`src/rtl/coin_front_end.sv`:
```
// Coin-sensor front end: synchronizes, debounces and arms three raw coin lines,
// queues accepted coins and replays them to the controller as spaced single-cycle pulses.
module coin_front_end #(
    parameter int unsigned DEBOUNCE = 4,
    parameter int unsigned GAP      = 2
) (
    input  logic       clk,
    input  logic       reset,
    input  logic       Raw100,
    input  logic       Raw200,
    input  logic       Raw500,
    output logic       Coin100,
    output logic       Coin200,
    output logic       Coin500,
    output logic       Reject,
    output logic       Overflow,
    output logic [2:0] Pending
);
    localparam logic [3:0] DEB_MAX = 4'(DEBOUNCE);
    localparam logic [3:0] DEB_ARM = 4'(DEBOUNCE - 1);
    localparam logic [3:0] GAP_LEN = 4'(GAP);

    typedef enum logic [1:0] {S_IDLE, S_PULSE, S_GAP} state_t;

    logic [2:0] raw;
    logic [2:0] sync_a;
    logic [2:0] sync_b;
    logic [2:0] armed;
    logic [2:0] qualify;
    logic [1:0] fill;
    logic [3:0] cnt [3];

    logic       collision;
    logic       wr_req;
    logic       wr_ok;
    logic       pop;
    logic [1:0] wr_code;
    logic [1:0] mem [4];
    logic [1:0] rd_ptr;
    logic [1:0] wr_ptr;
    logic [2:0] count;

    state_t     state;
    state_t     state_next;
    logic [3:0] gap_cnt;
    logic [1:0] cur_code;

    assign raw = {Raw500, Raw200, Raw100};

    // A low level arms a channel only once the synchronizer holds a real sample of
    // the line, so a sensor held high across reset release never arms.
    // NOTE: sequential state uses non-blocking assignments so every flop sees pre-edge values.
    always_ff @(posedge clk or negedge reset) begin
        if (!reset) begin
            sync_a <= '0;
            sync_b <= '0;
            fill   <= '0;
            armed  <= '0;
            for (int i = 0; i < 3; i++) cnt[i] <= '0;
        end else begin
            sync_a <= raw;
            sync_b <= sync_a;
            if (fill != 2'd2) fill <= fill + 2'd1;
            for (int i = 0; i < 3; i++) begin
                if (fill == 2'd2 && !sync_b[i]) armed[i] <= 1'b1;
                if (!sync_b[i])             cnt[i] <= '0;
                else if (cnt[i] < DEB_MAX)  cnt[i] <= cnt[i] + 4'd1;
            end
        end
    end

    always_comb begin
        for (int i = 0; i < 3; i++) qualify[i] = armed[i] & sync_b[i] & (cnt[i] == DEB_ARM);
    end

    assign collision = (qualify[0] & qualify[1]) | (qualify[0] & qualify[2]) | (qualify[1] & qualify[2]);
    assign wr_req    = (|qualify) & ~collision;
    assign wr_code   = qualify[2] ? 2'd3 : (qualify[1] ? 2'd2 : 2'd1);
    assign pop       = (state == S_IDLE) && (count != 3'd0);
    // A full FIFO still takes the write when the same edge frees a slot.
    assign wr_ok     = wr_req && ((count != 3'd4) || pop);

    // NOTE: the storage array needs no reset; pointers and count define which entries are valid.
    always_ff @(posedge clk) begin
        if (wr_ok) mem[wr_ptr] <= wr_code;
    end

    always_ff @(posedge clk or negedge reset) begin
        if (!reset) begin
            rd_ptr   <= '0;
            wr_ptr   <= '0;
            count    <= '0;
            Reject   <= 1'b0;
            Overflow <= 1'b0;
        end else begin
            if (pop)   rd_ptr <= rd_ptr + 2'd1;
            if (wr_ok) wr_ptr <= wr_ptr + 2'd1;
            case ({wr_ok, pop})
                2'b10:   count <= count + 3'd1;
                2'b01:   count <= count - 3'd1;
                default: ;
            endcase
            Reject <= collision;
            if (wr_req && !wr_ok) Overflow <= 1'b1;
        end
    end

    assign Pending = count;

    always_ff @(posedge clk or negedge reset) begin
        if (!reset) state <= S_IDLE;
        else        state <= state_next;
    end

    always_comb begin
        state_next = state;
        case (state)
            S_IDLE:  if (count != 3'd0) state_next = S_PULSE;
            S_PULSE: state_next = (GAP_LEN != 4'd0) ? S_GAP : S_IDLE;
            S_GAP:   if (gap_cnt <= 4'd1) state_next = S_IDLE;
            default: state_next = S_IDLE;
        endcase
    end

    always_ff @(posedge clk or negedge reset) begin
        if (!reset) begin
            gap_cnt  <= '0;
            cur_code <= '0;
        end else begin
            if (pop) cur_code <= mem[rd_ptr];
            if (state == S_PULSE)    gap_cnt <= GAP_LEN;
            else if (state == S_GAP) gap_cnt <= gap_cnt - 4'd1;
        end
    end

    // NOTE: outputs get defaults first so no path through the block infers a latch.
    always_comb begin
        Coin100 = 1'b0;
        Coin200 = 1'b0;
        Coin500 = 1'b0;
        if (state == S_PULSE) begin
            case (cur_code)
                2'd1:    Coin100 = 1'b1;
                2'd2:    Coin200 = 1'b1;
                2'd3:    Coin500 = 1'b1;
                default: ;
            endcase
        end
    end
endmodule

```
`config.mk`:
```
export PLATFORM = sky130hd
export DESIGN_NAME = coin_front_end
export DESIGN_NICKNAME = d
export VERILOG_FILES = /design/src/rtl/coin_front_end.sv
export SDC_FILE = /design/constraint.sdc
export NUM_CORES = 1
export LEC_CHECK = 0
export ABC_AREA = 1
export CAP_MARGIN = 10
export CORE_MARGIN = 2
export CORE_UTILIZATION = 45
export DETAILED_ROUTE_END_ITERATION = 12
export PLACE_DENSITY_LB_ADDON = 0.05
export SLEW_MARGIN = 20
export SYNTH_ARGS = -nofsm -noshare
export SYNTH_HDL_FRONTEND = slang
export SYNTH_SLANG_ARGS = --single-unit
export TNS_END_PERCENT = 1
```
`constraint.sdc`:
```
create_clock -name clk -period 2.2 [get_ports clk]
set_clock_uncertainty 0.2 [all_clocks]
set_input_delay 0.44 -clock clk [delete_from_list [all_inputs] [get_ports clk]]
set_output_delay 0.44 -clock clk [all_outputs]
set_load 0.02 [all_outputs]
```
### After elaboration in Yosys (flattened, before gate mapping)

Memories as Yosys holds them, arrays and structs flattened. A register that Yosys moved wholly into a read port is not among the register bits.
Cells that the tools add are included.

| operators by class | value |
|---|---|
| magnitude comparators | 4 |
| add/sub/neg operators | 9 |
| bitwise operators | 13 |
| eq/ne operators | 18 |
| reduce and logical (&&, ||, !) cells | 18 |
| multiplexer cells | 22 |

Operator list:

| cell | count |
|---|---|
| $mux 4 | 8 |
| $add 4x1->4 const B | 3 |
| $eq 4x2->1 const B | 3 |
| $lt 4x3->1 const B | 3 |
| $and 1x1->1 | 10 |
| $eq 2x2->1 const B | 5 |
| $mux 1 | 8 |
| $mux 2 | 4 |
| $ne 2x1->1 const B | 4 |
| $add 2x1->2 const B | 3 |
| $eq 2x1->1 const B | 3 |
| $logic_and 1x1->1 | 6 |
| $pmux 2 s3 | 1 |
| $pmux 3 s2 | 1 |
| $logic_not 1->1 | 5 |
| $le 4x1->1 const B | 1 |
| $ne 2x2->1 const B | 2 |
| $reduce_bool 2->1 | 2 |
| $sub 4x1->4 const B | 1 |
| $add 3x1->3 const B | 1 |
| $ne 3x3->1 const B | 1 |
| $reduce_bool 3->1 | 1 |
| $reduce_or 3->1 | 1 |
| $sub 3x1->3 const B | 1 |
| 5 further kinds | 6 |

| word-level totals | value |
|---|---|
| logic and storage cells | 101 |
| bits of input ports | 5 |
| memories | 1 |
| bits in writable memories | 8 |
| register bits | 38 |

Memories:

| name | depth | width | read ports | clocked after memory_dff | wr ports | line | source |
|---|---|---|---|---|---|---|---|
| mem | 4 | 2 | 1 | 1 | 1 | 38 | `logic [1:0] mem [4];` |

### Logic depth before layout (Yosys ltp)

| depth | value |
|---|---|
| depth in word-level cells | 10 |
| mapped depth | 13 |
| mapped depth without buffers | 13 |

### Least setup slack after synthesis

OpenSTA, ideal clock, no wires.

| path | value |
|---|---|
| path kind | register to register |
| start | register cnt[0] (netlist bit) |
| end | register count[2] (netlist: Pending[2]) |
| setup slack | -0.084 ns |
| stages on the path, launching flop included | 13 |
| library setup time | 0.131 ns |
| path buffers | 0 |
| period minus slack after synthesis | 2.284 ns |
| arrival | 1.953 ns |
| required time | 1.869 ns |
| path through | dfrtp_1 > ha_1 > nand2_2 > nor2_4 > inv_2 > nand3_2 > nand3_4 > ha_1 > inv_1 > fa_1 > a21oi_1 > o21ai_0 > xor2_1 |

| between the ends | value |
|---|---|
| word-level cells in the longest chain between the ends | 10 |

RTL lines:

| item | line | source |
|---|---|---|
| start: declaration | 31 | `logic [3:0] cnt [3];` |
| start signal: indexed assignment | 66 | `if (!sync_b[i]) cnt[i] <= '0;` |
| $eq 4x2->1 * | 73 | `for (int i = 0; i < 3; i++) qualify[i] = armed[i] & sync_b[i] & (cnt[i] == DEB_ARM);` |
| $and 1x1->1 * | 73 |  |
| $and 1x1->1 | 76 | `assign collision = (qualify[0] & qualify[1]) \| (qualify[0] & qualify[2]) \| (qualify[1] & qualify[2]);` |
| $or 1x1->1 (2 in a row) | 76 |  |
| $not 1->1 | 77 | `assign wr_req = (\|qualify) & ~collision;` |
| $and 1x1->1 * | 77 |  |
| $logic_and 1x1->1 * | 81 | `assign wr_ok = wr_req && ((count != 3'd4) \|\| pop);` |
| $eq 2x1->1 or $eq 2x2->1 (tied branches) | 98 | `case ({wr_ok, pop})` |
| $pmux 3 s2 or $reduce_bool 2->1 (tied branches) | n/a |  |
| end signal: assignment | 99 | `2'b10: count <= count + 3'd1;` |
| end signal: assignment | 100 | `2'b01: count <= count - 3'd1;` |
| end: declaration | 41 | `logic [2:0] count;` |

Every way passes the cells marked *; elsewhere a longest branch is shown, timed or not.
A chain may end at the register's enable or synchronous reset.

### Worst setup path after layout

| path | value |
|---|---|
| start | register cnt[7] (netlist bit) |
| end | register count[2] (netlist: Pending[2]) |

The elaborated chain is that of the path after synthesis.

==> impl_results.md <==
- Status: finished with violations
- Failing checks: hold timing, setup timing
- Initial antenna violation count: 0
- Largest net degree at the start of global routing: 41
- Remaining antenna violation count: 0
- Minimum clock period: 2.23 ns
- Vias in the first global route: 1,435
- Clock sinks: 48
- Hold Path Class: input pin to async pin
- Post-Synth Simple-Gate Area: 15.5%
- Number of distinct library cells after synthesis: 29
- GPL Wtd Cong: 0.792
- Port bufs: 12
- Slew Limit Fails: 0
- Asr flop ratio synth: 83.3%
- Initial DRC Count: 25
- Layout Nets: 263
- Die area: 5390 um2
- Std cell rows: 25
- Crit path required time: 2.18 ns
- Setup-failing EPs final: 1
- CTS root buf: clkbuf_8
- Share of cells above drive strength 1: 21.3%
- Area delta synth->final: 20.7%
- Post-layout util: 55.8%
- Cts bufs inserted: 5
- Synth top area share: 46.1%
- Tcrit/Tclk final: 101%
- Post-synth top cells: dfrtp_1, inv_1, nand2_1, nor2_1, o21ai_0
- Ant diodes: 0
- Horiz. Die Dim: 73.4 um
- MaxCap Viol Count: 0
- Slew headroom: 66.4%
- CTS tree: done
- Worst-Skew Late Latency: 0.29 ns
- RSZ-0062 raised after global routing: true
- P per Cell Area: 1110 nW/um2
- Post-Place Worst Slack: -0.0392 ns
- Vias: 1,451
- Initial DRT Pass Iterations: 4
- Synth Area in XOR/XNOR: 1.61%
- Worst-path fanout max: 3
- Max Clock Freq: 448 MHz
- Fillers: 421
- CP arrival: 2.21 ns
- Yosys warns: 0
- Finished Cell Area: 2620 um2
- Hold_buf cts: 0
- GRT Total Usage: 15.0%
- Slew @ Worst Pin: 0.504 ns
- Compound-Gate Fraction of Synth Area: 9.40%
- Post-Synthesis Cells: 204
- Syn Nets: 224
- Core Area: 4690 um2
- Post-Synth Adder-Cell Area: 9.00%
- Post-synthesis mux area share: 0.923%
- Final HPWL DP: 2600 um
- Seq cells post-synth: 48
- Clock H-tree levels: 2
- GRT Residual Overflow: 0
- Register area share after synthesis: 57.2%
- First-pass GRT wire length: 6090 um
- Post-route DRC: 0
- Worst VDD drop: 0.455 mV
- Post-synth EDFFs: 8
- # IOs: 13
- Crit path kind: flip-flop to flip-flop
- Final setup TNS: -0.0322 ns
- Final Hold Vio Count: 11
- Leakage Power: 0.00129 uW
- Post-Syn Area: 2170 um2
- Clock transition at path regs: 0.08 ns
- Clock Path Buffers: 2
- Wire per inst: 11.7 um
- Setup WS post-layout: -0.0322 ns
- Setup crit end kind: flip-flop
- Combinational family with the most area after synthesis: simple AND/OR/NAND/NOR gates
- Placed cell area: 2480 um2
- Top FF cell, synth: dfrtp_1
- Type of origin of the critical path: flip-flop
- Largest area contributor in the netlist: dfrtp_1
- Final wirelength: 3490 um
- Top post-synthesis cells by area: dfrtp_1, edfxtp_1, ha_1
- Initial core utilization: 46.2%
- Mean post-synth cell area: 10.6 um2
- Hold WS: -0.0112 ns
- Most common cell in the netlist: dfrtp_1
- Die Y: 73.4 um
- Vias per inst: 4.87
==> cell usage in the layout (no fill, tap or decap), types with 2 or more instances in the layout <==
cell type         n
nand2_2           2
o21a_1            3
nor2_1           18
nand2_1          23
o22ai_1           2
dfrtp_1          40
nand2_4           3
a21o_1            3
edfxtp_1          8
mux2i_1           2
nand3_4           2
inv_1            34
xor2_1            2
xnor2_1           2
clkbuf_2          3
nor3_1            3
ha_4              2
clkbuf_8          5
buf_4            20
clkbuf_1          2
clkdlybuf4s50_1   8
inv_2             2
nor2_4            4
nand4_1           3
a21oi_1           8
o21ai_0          15
ha_1             12
==> power by group <==
group	switching, uW	internal [uW]
Combinational	667	535
Sequential	132	1100
Clock	266	223
==> path summary, 6_finish.rpt <==
check	startpoint	end	slack (ns)	cells past startpoint
min in group clk	sync_a[0]	sync_b[0]	0.15	0
hold reg to reg	sync_a[0]	sync_b[0]	0.15	0
setup / recovery	cnt[7]	Pending[2]	-0.03	13
max in group asynchronous	reset	wr_ptr[0]	1.45	2
hold / removal	reset	state[0]	-0.01	2
setup reg to reg	cnt[7]	Pending[2]	-0.03	13
==> through the flow <==
stage	total power, uW	cells
floorplan	1970	204
global placement	2330	286
detailed placement	2380	286
CTS	2870	294
global route	3190	298
finish	2920	298
==> area by class of cell <==
class	instances	area [um2]	area share, %
flip-flops and latches	48	1240	47.4
multi-input cells	119	837	32.0
clock buffers	7	76.3	2.91
clock inverters	1	5.00	0.191
well taps	54	67.6	2.58
repair buffers	32	250	9.56
inverters	37	141	5.40
==> cell families (layout without fill, tap and decap cells) <==
family	Yosys count	count (layout)
buf+inv	37	77
simple gates	62	62
flops	48	48
fa+ha+maj	15	15
mux	2	2
xor+xnor	4	4
compound gates	36	36
==> per-layer routing <==
layer  track usage, %  wire (um)  up-vias
li1                 -          -      728
met1             16.8       1500      693
met2             26.5       1800       23
met3             3.98        134        7
met4             7.07         65        0
met5                0          0        -
==> what timing repair did <==
item,CTS,global route
gates cloned,0,0
gates resized for setup,5,16
pin swaps,2,4
setup endpoints to repair,5,5
buffers inserted,0,4
==> registers in the layout (all words and copies together) (netlist names), 3 cells and up <==
signal   cells
Pending      3
armed        3
cnt         12
gap_cnt      4
mem          8
sync_b       3
sync_a       3
==> worst max-delay path, cell delays in order, from the launching register on <==
cell and delay [ns]:
dfrtp_1 0.41, nor2_4 0.14, nand2_4 0.07, nor2_4 0.13
nand2_1 0.07, nand2_2 0.08, nand2_4 0.06, nand3_4 0.07
ha_4 0.13, inv_2 0.04, fa_2 0.37, a21oi_2 0.15
o21ai_2 0.07, xor2_1 0.13
No activity file was read; power rests on OpenSTA's default activity.
